[src/rtl/ir_sirc_transmitter_if.sv]
// SIRC transmitter control/status bundle.
// master: control side (start, command, address); slave: transmitter.
interface ir_sirc_transmitter_if;
    logic       start;
    logic [6:0] command;
    logic [4:0] address;
    logic       busy;
    logic       done;
    logic       envelope;
    logic       ir_out;

    modport master (
        output start, command, address,
        input  busy, done, envelope, ir_out
    );

    modport slave (
        input  start, command, address,
        output busy, done, envelope, ir_out
    );
endinterface

[src/rtl/ir_sirc_transmitter.sv]
// Sony SIRC IR transmitter: 12-bit frame, 600us units, 40kHz carrier.
// Ports: clk, reset_n (async low), bus (slave: start/command/address in,
// busy/done/envelope/ir_out out).
module ir_sirc_transmitter #(
    parameter int UNIT_COUNT   = 16200,
    parameter int CARRIER_HALF = 338,
    parameter int GAP_UNITS    = 20
) (
    input  logic                 clk,
    input  logic                 reset_n,
    ir_sirc_transmitter_if.slave bus
);
    localparam int UW   = (UNIT_COUNT > 1) ? $clog2(UNIT_COUNT) : 1;
    localparam int CW   = (CARRIER_HALF > 1) ? $clog2(CARRIER_HALF) : 1;
    localparam int MAXU = (GAP_UNITS > 4) ? GAP_UNITS : 4;
    localparam int NW   = $clog2(MAXU);

    typedef enum logic [2:0] {
        IDLE, START, SPACE, BIT_MARK, GAP
    } state_t;

    state_t          state_q, state_d;
    logic [UW-1:0]   unit_q, unit_d;
    logic [NW-1:0]   units_q, units_d;
    logic [3:0]      bit_q, bit_d;
    logic [11:0]     shift_q, shift_d;
    logic [CW-1:0]   carr_cnt_q, carr_cnt_d;
    logic            carr_q, carr_d;
    logic            env_q, env_d;
    logic            busy_q, busy_d;
    logic            done_q, done_d;

    logic            unit_tick;
    logic            last_unit;
    logic [NW-1:0]   len_m1;
    logic            enter;
    logic            mark;

    always_comb begin
        state_d    = state_q;
        unit_d     = unit_q;
        units_d    = units_q;
        bit_d      = bit_q;
        shift_d    = shift_q;
        carr_cnt_d = carr_cnt_q;
        carr_d     = carr_q;
        env_d      = env_q;
        done_d     = 1'b0;
        enter      = 1'b0;
        mark       = 1'b0;

        unit_tick = (unit_q == UW'(UNIT_COUNT - 1));

        unique case (state_q)
            START:    len_m1 = NW'(3);
            BIT_MARK: len_m1 = shift_q[0] ? NW'(1) : NW'(0);
            GAP:      len_m1 = NW'(GAP_UNITS - 1);
            default:  len_m1 = '0;
        endcase

        last_unit = unit_tick && (units_q == len_m1);

        if (state_q != IDLE) begin
            unit_d = unit_tick ? '0 : unit_q + UW'(1);
            if (unit_tick) begin
                units_d = units_q + NW'(1);
            end
        end

        // Carrier only runs during marks; it is re-phased on mark entry.
        if (env_q) begin
            if (carr_cnt_q == CW'(CARRIER_HALF - 1)) begin
                carr_cnt_d = '0;
                carr_d     = ~carr_q;
            end else begin
                carr_cnt_d = carr_cnt_q + CW'(1);
            end
        end

        unique case (state_q)
            IDLE: begin
                // done_q blocks a held start on the completion cycle.
                if (bus.start && !done_q) begin
                    shift_d = {bus.address, bus.command};
                    bit_d   = '0;
                    state_d = START;
                    enter   = 1'b1;
                    mark    = 1'b1;
                end
            end
            START: begin
                if (last_unit) begin
                    state_d = SPACE;
                    enter   = 1'b1;
                end
            end
            SPACE: begin
                if (last_unit) begin
                    enter = 1'b1;
                    if (bit_q == 4'd12) begin
                        state_d = GAP;
                    end else begin
                        state_d = BIT_MARK;
                        mark    = 1'b1;
                    end
                end
            end
            BIT_MARK: begin
                if (last_unit) begin
                    state_d = SPACE;
                    enter   = 1'b1;
                    shift_d = {1'b0, shift_q[11:1]};
                    bit_d   = bit_q + 4'd1;
                end
            end
            GAP: begin
                if (last_unit) begin
                    state_d = IDLE;
                    enter   = 1'b1;
                    done_d  = 1'b1;
                end
            end
            default: begin
                state_d = IDLE;
                enter   = 1'b1;
            end
        endcase

        if (enter) begin
            unit_d     = '0;
            units_d    = '0;
            env_d      = mark;
            carr_cnt_d = '0;
            carr_d     = 1'b1;
        end

        busy_d = (state_d != IDLE);
    end

    always_ff @(posedge clk or negedge reset_n) begin
        if (!reset_n) begin
            state_q    <= IDLE;
            unit_q     <= '0;
            units_q    <= '0;
            bit_q      <= '0;
            shift_q    <= '0;
            carr_cnt_q <= '0;
            carr_q     <= 1'b0;
            env_q      <= 1'b0;
            busy_q     <= 1'b0;
            done_q     <= 1'b0;
        end else begin
            state_q    <= state_d;
            unit_q     <= unit_d;
            units_q    <= units_d;
            bit_q      <= bit_d;
            shift_q    <= shift_d;
            carr_cnt_q <= carr_cnt_d;
            carr_q     <= carr_d;
            env_q      <= env_d;
            busy_q     <= busy_d;
            done_q     <= done_d;
        end
    end

    assign bus.busy     = busy_q;
    assign bus.done     = done_q;
    assign bus.envelope = env_q;
    assign bus.ir_out   = env_q & carr_q;
endmodule

[src/flat_wrapper.sv]
// flat-port wrapper written by rule: the top's interface ports become plain ports
module ir_sirc_transmitter_flat 
#(
    parameter int UNIT_COUNT   = 16200,
    parameter int CARRIER_HALF = 338,
    parameter int GAP_UNITS    = 20
)
  (clk, reset_n, bus_start, bus_command, bus_address, bus_busy, bus_done, bus_envelope, bus_ir_out);
  ir_sirc_transmitter_if bus_i ();
  input  logic clk;
  input  logic reset_n;
  input wire logic [$bits(bus_i.start)-1:0] bus_start;
  input wire logic [$bits(bus_i.command)-1:0] bus_command;
  input wire logic [$bits(bus_i.address)-1:0] bus_address;
  output wire logic [$bits(bus_i.busy)-1:0] bus_busy;
  output wire logic [$bits(bus_i.done)-1:0] bus_done;
  output wire logic [$bits(bus_i.envelope)-1:0] bus_envelope;
  output wire logic [$bits(bus_i.ir_out)-1:0] bus_ir_out;
  assign bus_i.start = bus_start;
  assign bus_i.command = bus_command;
  assign bus_i.address = bus_address;
  assign bus_busy = bus_i.busy;
  assign bus_done = bus_i.done;
  assign bus_envelope = bus_i.envelope;
  assign bus_ir_out = bus_i.ir_out;
  ir_sirc_transmitter #(.UNIT_COUNT(UNIT_COUNT), .CARRIER_HALF(CARRIER_HALF), .GAP_UNITS(GAP_UNITS)) u_core (.clk(clk), .reset_n(reset_n), .bus(bus_i));
endmodule
[config.mk]
export PLATFORM = sky130hd
export DESIGN_NAME = ir_sirc_transmitter_flat
export DESIGN_NICKNAME = d
export VERILOG_FILES = /design/src/rtl/ir_sirc_transmitter_if.sv /design/src/rtl/ir_sirc_transmitter.sv /design/src/flat_wrapper.sv
export SDC_FILE = /design/constraint.sdc
export NUM_CORES = 1
export LEC_CHECK = 0
export CAP_MARGIN = 40
export CORE_ASPECT_RATIO = 0.8
export CORE_MARGIN = 5
export CORE_UTILIZATION = 45
export CTS_CLUSTER_SIZE = 28
export DETAILED_ROUTE_END_ITERATION = 16
export GPL_TIMING_DRIVEN = 0
export PLACE_DENSITY = 0.64
export SKIP_LAST_GASP = 1
export SLEW_MARGIN = 10
export SYNTH_ARGS = -nofsm -noshare
export SYNTH_HDL_FRONTEND = slang
export SYNTH_SLANG_ARGS = --single-unit
[constraint.sdc]
create_clock -name clk -period 2.2 [get_ports clk]
set_input_delay 0.55 -clock clk [delete_from_list [all_inputs] [get_ports clk]]
set_output_delay 0.55 -clock clk [all_outputs]
set_load 0.01 [all_outputs]
After elaboration in Yosys (flattened, before gate mapping)

Cells that the tools add are included.
W data, S select, Z words.

Output and inout port bits: 4
Register bits: 51
Input bits: 15

Reductions and logical operators: 16
$add $sub $neg: 4
Equality and inequality tests: 10
Mux-type cells: 33
Bitwise logic cells: 2

Operator list:

| cell                    | number |
|---|---|
| $mux W14                | 3 |
| $mux W9                 | 3 |
| $mux W12                | 2 |
| $pmux W12 S2            | 1 |
| $mux W3                 | 5 |
| $mux W5                 | 3 |
| $pmux W5 S3             | 1 |
| $add A14 B1 Y14 const B | 1 |
| $eq A14 B14 Y1 const B  | 1 |
| $pmux W3 S4             | 1 |
| $reduce_bool A2 Y1      | 5 |
| $add A9 B1 Y9 const B   | 1 |
| $eq A9 B9 Y1 const B    | 1 |
| $mux W1                 | 9 |
| $mux W4                 | 2 |
| $pmux W4 S2             | 1 |
| $eq A3 B2 Y1 const B    | 2 |
| $reduce_bool A3 Y1      | 2 |
| $add A5 B1 Y5 const B   | 1 |
| $eq A5 B5 Y1            | 1 |
| $add A4 B1 Y4 const B   | 1 |
| $eq A4 B4 Y1 const B    | 1 |
| $ne A2 B1 Y1 const B    | 2 |
| $pmux W1 S2             | 2 |
| 11 further kinds        | 13 |

Logic depth before layout (Yosys ltp)

Gate-level depths: netlist of the first run.

Depth after elaboration: 8
Mapped depth: 8
Mapped depth without buffers: 7

Worst setup path before layout of the first run

OpenSTA, ideal clock, no wires.

Kind: register to register
Start point: register u_core.unit_q[0]
End point: register u_core.carr_cnt_q[4]
Data arrival time: 1,733 ps
Setup time: 121 ps
Setup slack: 345 ps
Cell stages (with the launch flop): 9
Buffers on the path: 2
Cell sequence: dfrtp_1 ha_1 and4bb_2 and4_1 buf_4 o211ai_2 o31ai_4 buf_6 nor3_2

Cells in the longest elaborated chain, start to end: 5
Elaborated cells between the ends (all ways): 6

Ends and longest elaborated chain:

| element                                              | line                       | RTL |
|---|---|---|
| from (decl)                                          | ir_sirc_transmitter.sv:23  | `logic [UW-1:0] unit_q, unit_d;` |
| from (signal assigned)                               | ir_sirc_transmitter.sv:154 | `unit_q <= unit_d;` |
| $eq A14 B14 Y1 *                                     | ir_sirc_transmitter.sv:52  | `unit_tick = (unit_q == UW'(UNIT_COUNT - 1));` |
| $logic_and A1 B1 Y1 *                                | ir_sirc_transmitter.sv:61  | `last_unit = unit_tick && (units_q == len_m1);` |
| $mux W1 *                                            | --                         |  |
| $pmux W1 S2 *                                        | ir_sirc_transmitter.sv:80  | `unique case (state_q)` |
| $mux W9 / $reduce_bool A2 Y1 (equally long branches) | --                         |  |
| to (signal assigned)                                 | ir_sirc_transmitter.sv:158 | `carr_cnt_q <= carr_cnt_d;` |
| to (decl)                                            | ir_sirc_transmitter.sv:27  | `logic [CW-1:0] carr_cnt_q, carr_cnt_d;` |

Every way passes the cells marked *; elsewhere a longest branch is shown, timed or not.
A chain may end at the register's enable or synchronous reset.

Worst setup path after layout of the first run

Start point: register u_core.env_q (netlist: u_core.bus.envelope)
End point: output port bus_ir_out

Cells in the longest elaborated chain, start to end: 1

Ends and longest elaborated chain:

| element                | line                       | RTL |
|---|---|---|
| from (decl)            | ir_sirc_transmitter.sv:29  | `logic env_q, env_d;` |
| from (signal assigned) | ir_sirc_transmitter.sv:160 | `env_q <= env_d;` |
| $and A1 B1 Y1          | ir_sirc_transmitter.sv:169 | `assign bus.ir_out = env_q & carr_q;` |
| to (decl)              | flat_wrapper.sv:18         | `output wire logic [$bits(bus_i.ir_out)-1:0] bus_ir_out;` |

No other way between the ends.

==> results of run 1 <==
through the flow:
step	std cells	util [%]	power (mW)
2_1_floorplan	288	-	1.60
6_report	396	54.3	2.40
3_5_place_dp	388	52.0	1.75
4_1_cts	395	53.8	2.43
5_1_grt	396	54.3	2.58
3_3_place_gp	387	51.8	1.73
registers in the layout, summed over array words and instances (netlist names):
| name | flops |
|---|---|
| u_core.bit_q | 4 |
| u_core.bus.busy | 1 |
| u_core.bus.done | 1 |
| u_core.bus.envelope | 1 |
| u_core.carr_cnt_q | 9 |
| u_core.carr_q | 1 |
| u_core.shift_q | 12 |
| u_core.state_q | 3 |
| u_core.unit_q | 14 |
| u_core.units_q | 5 |
cells by family (layout without fill, tap and decap cells):
| kind of cell | count (synthesis) | after routing |
|---|---|---|
| simple gates | 117 | 117 |
| fa+ha+maj | 6 | 6 |
| mux | 4 | 4 |
| compound gates | 67 | 67 |
| flops | 51 | 51 |
| buf+inv | 21 | 48 |
| xor+xnor | 22 | 22 |
final timing paths:
check | end | slack (ns) | depth (start not counted)
worst max-delay path | bus_ir_out | 0.16 | 2
worst min register to register | u_core.shift_q[11]$_DFFE_PN0P_ | 0.52 | 2
worst min-delay path | u_core.unit_q[0]$_DFFE_PN0P_ | 0.17 | 1
min in group clk | u_core.shift_q[11]$_DFFE_PN0P_ | 0.52 | 2
worst max register to register | u_core.units_q[1]$_DFFE_PN0P_ | 0.19 | 7
max in group asynchronous | u_core.bus.envelope$_DFFE_PN0N_ | 1.49 | 2
routing by layer:
layer  track usage (%)  routed length, um  vias up  part of all wire [%]
met5                 0                  0        -                     0
li1                  -                  -     1082                     -
met1              23.3               3000     1033                    53
met2              22.8               2390       36                    42
met3              3.35                204        5                   3.6
met4              4.23                 49        0                  0.87
placed cells by master (no fill, tap or decap), drive strengths merged, types with 3 or more instances in the layout:
cell type / synthesis / routed
a211o: 3 / 3
a21oi: 18 / 18
and2: 7 / 7
and3: 7 / 7
and4: 3 / 3
buf: 9 / 12
clkbuf: 3 / 7
clkdlybuf4s50: 0 / 17
dfrtp: 51 / 51
ha: 6 / 6
inv: 9 / 9
nand2: 18 / 18
nand2b: 4 / 4
nand3: 16 / 16
nand4: 7 / 7
nor2: 33 / 33
nor3: 9 / 9
nor3b: 3 / 3
o211ai: 3 / 3
o21ai: 15 / 15
o22ai: 15 / 15
o31ai: 3 / 3
xnor2: 8 / 8
xor2: 14 / 14
power by group through the flow:
stage | clock network, mW | logic, mW | registers (mW)
CTS | 0.685 | 0.458 | 1.28
detailed placement | 0 | 0.454 | 1.30
global placement | 0 | 0.435 | 1.30
finish | 0.661 | 0.450 | 1.29
global route | 0.733 | 0.527 | 1.32
floorplan | 0 | 0.353 | 1.25
timing repair:
| action | CTS | global route |
|---|---|---|
| resized for setup | 0 | 6 |
| setup buffers | 0 | 1 |
| pin swaps | 0 | 1 |
| setup endpoints to repair | 1 | 23 |
worst register-to-register path: cells and delay by family, from the launching register on:
kind | cells | cell delay, ns
AOI/OAI and AO/OA | 2 | 0.28
adders and majority gates | 1 | 0.23
buffers and inverters | 1 | 0.15
DFF | 1 | 0.40
and+or+nand+nor | 3 | 0.82
cell type report:
type	count	area, um2	share of cell area, %
clock buffers	5	68.8	2.10
inverters	9	33.8	1.03
multi-input cells	216	1470	44.8
clock inverters	3	43.8	1.34
well taps	81	101	3.09
repair buffers	20	203	6.19
plain buffers	11	80.1	2.44
flip-flops and latches	51	1280	39.0
==> metrics, run 1 <==
status=completed; final non-filler cell area=3280 um2; Synth area leader=dfrtp_1; yosys warns=0; Hold Crit Class=input port to async pin; H-tree levels=2; post-place instance area=3140 um2; Post-DRT Antenna Nets=0; Max Cap Viol=0; Post-synth EDFFs=0; Pre-Repair DR Iteration Count=4; Die W=98.9 um; Final Wtd Congestion=0.810; ranking of synthesized cells by area=dfrtp_1 45%, xor2_1 4.0%, o22ai_1 3.3%; Vias=2156; Clock transition at path regs=0.10 ns; PortBufs=18; maximum number of pins on one net before global-route repair=36; core area=6040 um2; Clk Latency, worst-skew pair=0.31 ns; synthesized area=2850 um2; Max Freq=0.490 GHz; Synth Area in XOR/XNOR=7.70%; Setup Slack @ Placement=-0.214 ns; Fin Setup TNS=0 ns; Sink Count=51; Pint=1.68 mW; worst-margin pin slew=0.843 ns; Max clock buf depth=2; WL per Instance=14.3 um; Worst slew margin=43.4%; crit path launch type=flop; Nets=335; fin crit period=2.04 ns; GRT Overall Usage=15.6%; combinational power share=18.8%; Worst R2R Start=u_core.unit_q[0]$_DFFE_PN0P_; Syn Area/Cell=9.88 um2; Post-Synth Simple-Gate Area=22.9%; sequential power share=53.7%; crit path buf inv count=1; post-synth cell types=56; Post-DP HPWL=4080 um; slowest cell on the critical path=clkdlybuf4s50_1; layout cells sized above 1=15.6%; die area=8020 um2; Critical Path Max Stage Delay=0.52 ns; Synth async-reset ratio=100%; PwrDens=733 nW/um2; Worst Setup End Kind=primary output; Peak VDD IR=0.345 mV; Clock power frac=27.6%; effective utilization at floorplan=47.1%; Post-CTS Hold Fix Bufs=0; Net Sw Power=0.720 mW; routed wire length=5650 um; top_reg_cell synth=dfrtp_1; Layout area overhead=15.1%; max-slew violation count=0; Clock Skew=0.00760 ns; final setup violating endpoints=0; hold_ws=0.168 ns; Fin. Hold Viols=0; crit path from=u_core.bus.envelope$_DFFE_PN0N_; CTS root buf=clkbuf_8; crit path cell chain=and2_1, clkdlybuf4s50_1; post-synth top area share=44.9%; initial antenna violation count=0; Ant. Diodes=0; RSZ-0062 raised after global routing=yes; initial drt markers=166; vias in the first global route=2055; most instantiated library cell after synthesis=dfrtp_1; mux share of post-synthesis cell area=1.63%; syn_nets=309; Synth Area in Compound Gates=16.2%; PnR worst setup slack=0.159 ns; commonest cells in the netlist=51 x dfrtp_1, 24 x nor2_1, 18 x nand2_1; # rows=25; fillers=554; via/cell ratio=5.44; CTS buffer count=5; Tcrit/Tclk final=92.8%; register bit total from synthesis=51; first-pass GRT wire length=10100 um; Pleak=1.38 nW; DRC viols=0; Crit Path Category=flop to primary output; crit path max fanout=13; die height=81.1 um; Data arrival, critical path=1.49 ns; Seq/Total Area, Yosys=44.9%; IO Count=19; Sw Share=30.0%; CTS tree=done; Req. time, crit path=1.65 ns; area share of fa/ha/maj cells after synthesis=2.64%; gr ovfl total=0; Synth Instances=288; largest family of logic cells by synthesized area=simple AND/OR/NAND/NOR gates; Crit path max-delay family=buffers and inverters
Power figures use the tool's default switching activity.
==> inputs of run 2 (changes only) <==
--- a/config.mk
+++ b/config.mk
@@ -12,7 +12,6 @@
 export CTS_CLUSTER_SIZE = 28
 export DETAILED_ROUTE_END_ITERATION = 16
 export GPL_TIMING_DRIVEN = 0
-export PLACE_DENSITY = 0.64
 export SKIP_LAST_GASP = 1
 export SLEW_MARGIN = 10
 export SYNTH_ARGS = -nofsm -noshare
==> metrics, run 2 (same netlist as run 1, synthesis figures left out) <==
status=completed (unchanged); most common cell after layout, fill and taps aside=dfrtp_1 (unchanged); CTS root buf=clkbuf_8 (unchanged); Hold Crit Class=input port to async pin (unchanged); initial antenna violation count=0 (unchanged); Peak VDD IR=0.292 mV (was 0.345 mV); Worst slew margin=42.4% (was 43.4%); post-placement cell count=388 (unchanged); Clock Skew=0.00960 ns (was 0.00760 ns); Max clock buf depth=2 (unchanged); crit path launch type=flop (unchanged); final setup violating endpoints=0 (unchanged); die height=81.1 um (unchanged); Tcrit/Tclk final=92.9% (was 92.8%); Nets=335 (unchanged); Sink Count=51 (unchanged); most flop-heavy register=u_core.unit_q (unchanged); Data arrival, critical path=1.49 ns (about the same); Largest register FFs=14 (unchanged); WL per Instance=14.3 um (about the same); first-pass GRT wire length=10100 um (unchanged); Pwr Total=2.38 mW (was 2.40 mW); H-tree levels=2 (unchanged); die area=8020 um2 (unchanged); GRT Overall Usage=15.6% (about the same); maximum number of pins on one net before global-route repair=34 (was 36); CTS buffer count=5 (unchanged); Cell Count, Final, Fillers Out=395 (was 396); Layout area overhead=15.0% (was 15.1%); Fin. Hold Viols=0 (unchanged); max-slew violation count=0 (unchanged); PortBufs=18 (unchanged); Critical Path Max Stage Delay=0.52 ns (about the same); RSZ-0062 raised after global routing=no (was yes); slowest cell on the critical path=clkdlybuf4s50_1 (unchanged); crit path max fanout=13 (unchanged); commonest cells after routing, fill and taps aside=50 x dfrtp_1, 24 x nor2_1, 18 x nand2_1 (unchanged); effective utilization at floorplan=47.1% (unchanged); Largest regs=u_core.unit_q: 14 flops, u_core.shift_q: 12 flops, u_core.carr_cnt_q: 9 flops (unchanged); DRC viols=0 (unchanged); fillers=554 (unchanged); crit path cell chain=and2_1, clkdlybuf4s50_1 (unchanged); Max Cap Viol=0 (unchanged); Pre-Repair DR Iteration Count=4 (unchanged); Post-CTS Hold Fix Bufs=0 (unchanged); routed wire length=5660 um (was 5650 um); Final Wtd Congestion=0.776 (was 0.810); Post-Route Utilization=54.2% (was 54.3%); initial drt markers=83 (was 166); Post-DRT Antenna Nets=0 (unchanged); worst-margin pin slew=0.857 ns (was 0.843 ns); fin crit period=2.04 ns (about the same); Worst Setup End Kind=primary output (unchanged); Die W=98.9 um (unchanged); core area=6040 um2 (unchanged); layout cells sized above 1=15.3% (was 15.6%); hold_ws=0.200 ns (was 0.168 ns); Ant. Diodes=0 (unchanged); post-place instance area=3140 um2 (unchanged); Req. time, crit path=1.65 ns (about the same); # rows=25 (unchanged); Post-DP HPWL=4140 um (was 4080 um); CTS tree=done (unchanged); final non-filler cell area=3270 um2 (was 3280 um2); IO Count=19 (unchanged); Max Freq=0.489 GHz (was 0.490 GHz); PwrDens=727 nW/um2 (was 733 nW/um2); Clock transition at path regs=0.10 ns (about the same); Pleak=1.38 nW (about the same); Clk Latency, worst-skew pair=0.30 ns (was 0.31 ns); Vias=2137 (was 2156); gr ovfl total=0 (unchanged); via/cell ratio=5.41 (was 5.44); Crit Path Category=flop to primary output (unchanged); vias in the first global route=2052 (was 2055)
run 2: cell types whose count changed in the layout (fill, tap and decap cells not counted), sizes merged:
cell	before	now
clkinv	2	0
buf	12	11
clkbuf	7	8
clkinvlp	0	1
run 2: final timing paths:
check                                                 from                         endpoint  slack (ns)  cells after the start
max reg2reg                   u_core.unit_q[0]$_DFFE_PN0P_    u_core.shift_q[8]$_DFFE_PN0P_        0.18                      8
min reg2reg                 u_core.shift_q[11]$_DFFE_PN0P_   u_core.shift_q[11]$_DFFE_PN0P_        0.52                      2
min                                                reset_n      u_core.bit_q[0]$_DFFE_PN0P_        0.20                      1
min in group clk            u_core.shift_q[11]$_DFFE_PN0P_   u_core.shift_q[11]$_DFFE_PN0P_        0.52                      2
max in group asynchronous                          reset_n  u_core.bus.envelope$_DFFE_PN0N_        1.46                      2
max                        u_core.bus.envelope$_DFFE_PN0N_                       bus_ir_out        0.16                      2
run 2: repair_timing:
item / 4_1_cts / 5_1_grt
buffers inserted: 0 / 1
setup endpoints to repair: 1 / 23
gates resized for setup: 0 / 7
pin swaps: 0 / 1
run 2: through the flow:
step	setup WS, ns	TNS (ns)
after detailed placement	-0.218	-1.87
after global routing	0.0251	0
after global placement	-1.03	-53.85
after CTS	0.0184	0
after floorplan	0.345	0
final	0.157	0
run 2: power by group:
group | internal (mW) | total [mW] | switching, mW | leakage [nW]
Clock | 0.333 | 0.640 | 0.307 | 0.0502
Sequential | 1.10 | 1.29 | 0.181 | 0.628
Combinational | 0.237 | 0.451 | 0.214 | 0.698
Total | 1.67 | 2.38 | 0.703 | 1.38
run 2: area by class of cell:
class / count / area (um2) / share of cell area [%]
multi-input cells: 216 / 1470 / 44.9
plain buffers: 11 / 82.6 / 2.52
clock inverters: 2 / 37.5 / 1.15
well taps: 81 / 101 / 3.10
inverters: 9 / 33.8 / 1.03
repair buffers: 20 / 203 / 6.20
clock buffers: 5 / 68.8 / 2.10
flip-flops and latches: 51 / 1280 / 39.0
run 2: critical path: cells and delay by family, from the launching register on:
family                 cells  cell delay, ns
DFF                        1            0.51
buffers and inverters      1            0.52
and+or+nand+nor            1            0.16
run 2: layer usage:
layer  vias up  share of wire [%]  GRT usage (%)
met5         -                  0              0
met4         0                1.0           4.91
met3         4                3.4           2.83
met2        25                 43           22.4
met1      1028                 53           23.7
li1       1080                  -              -
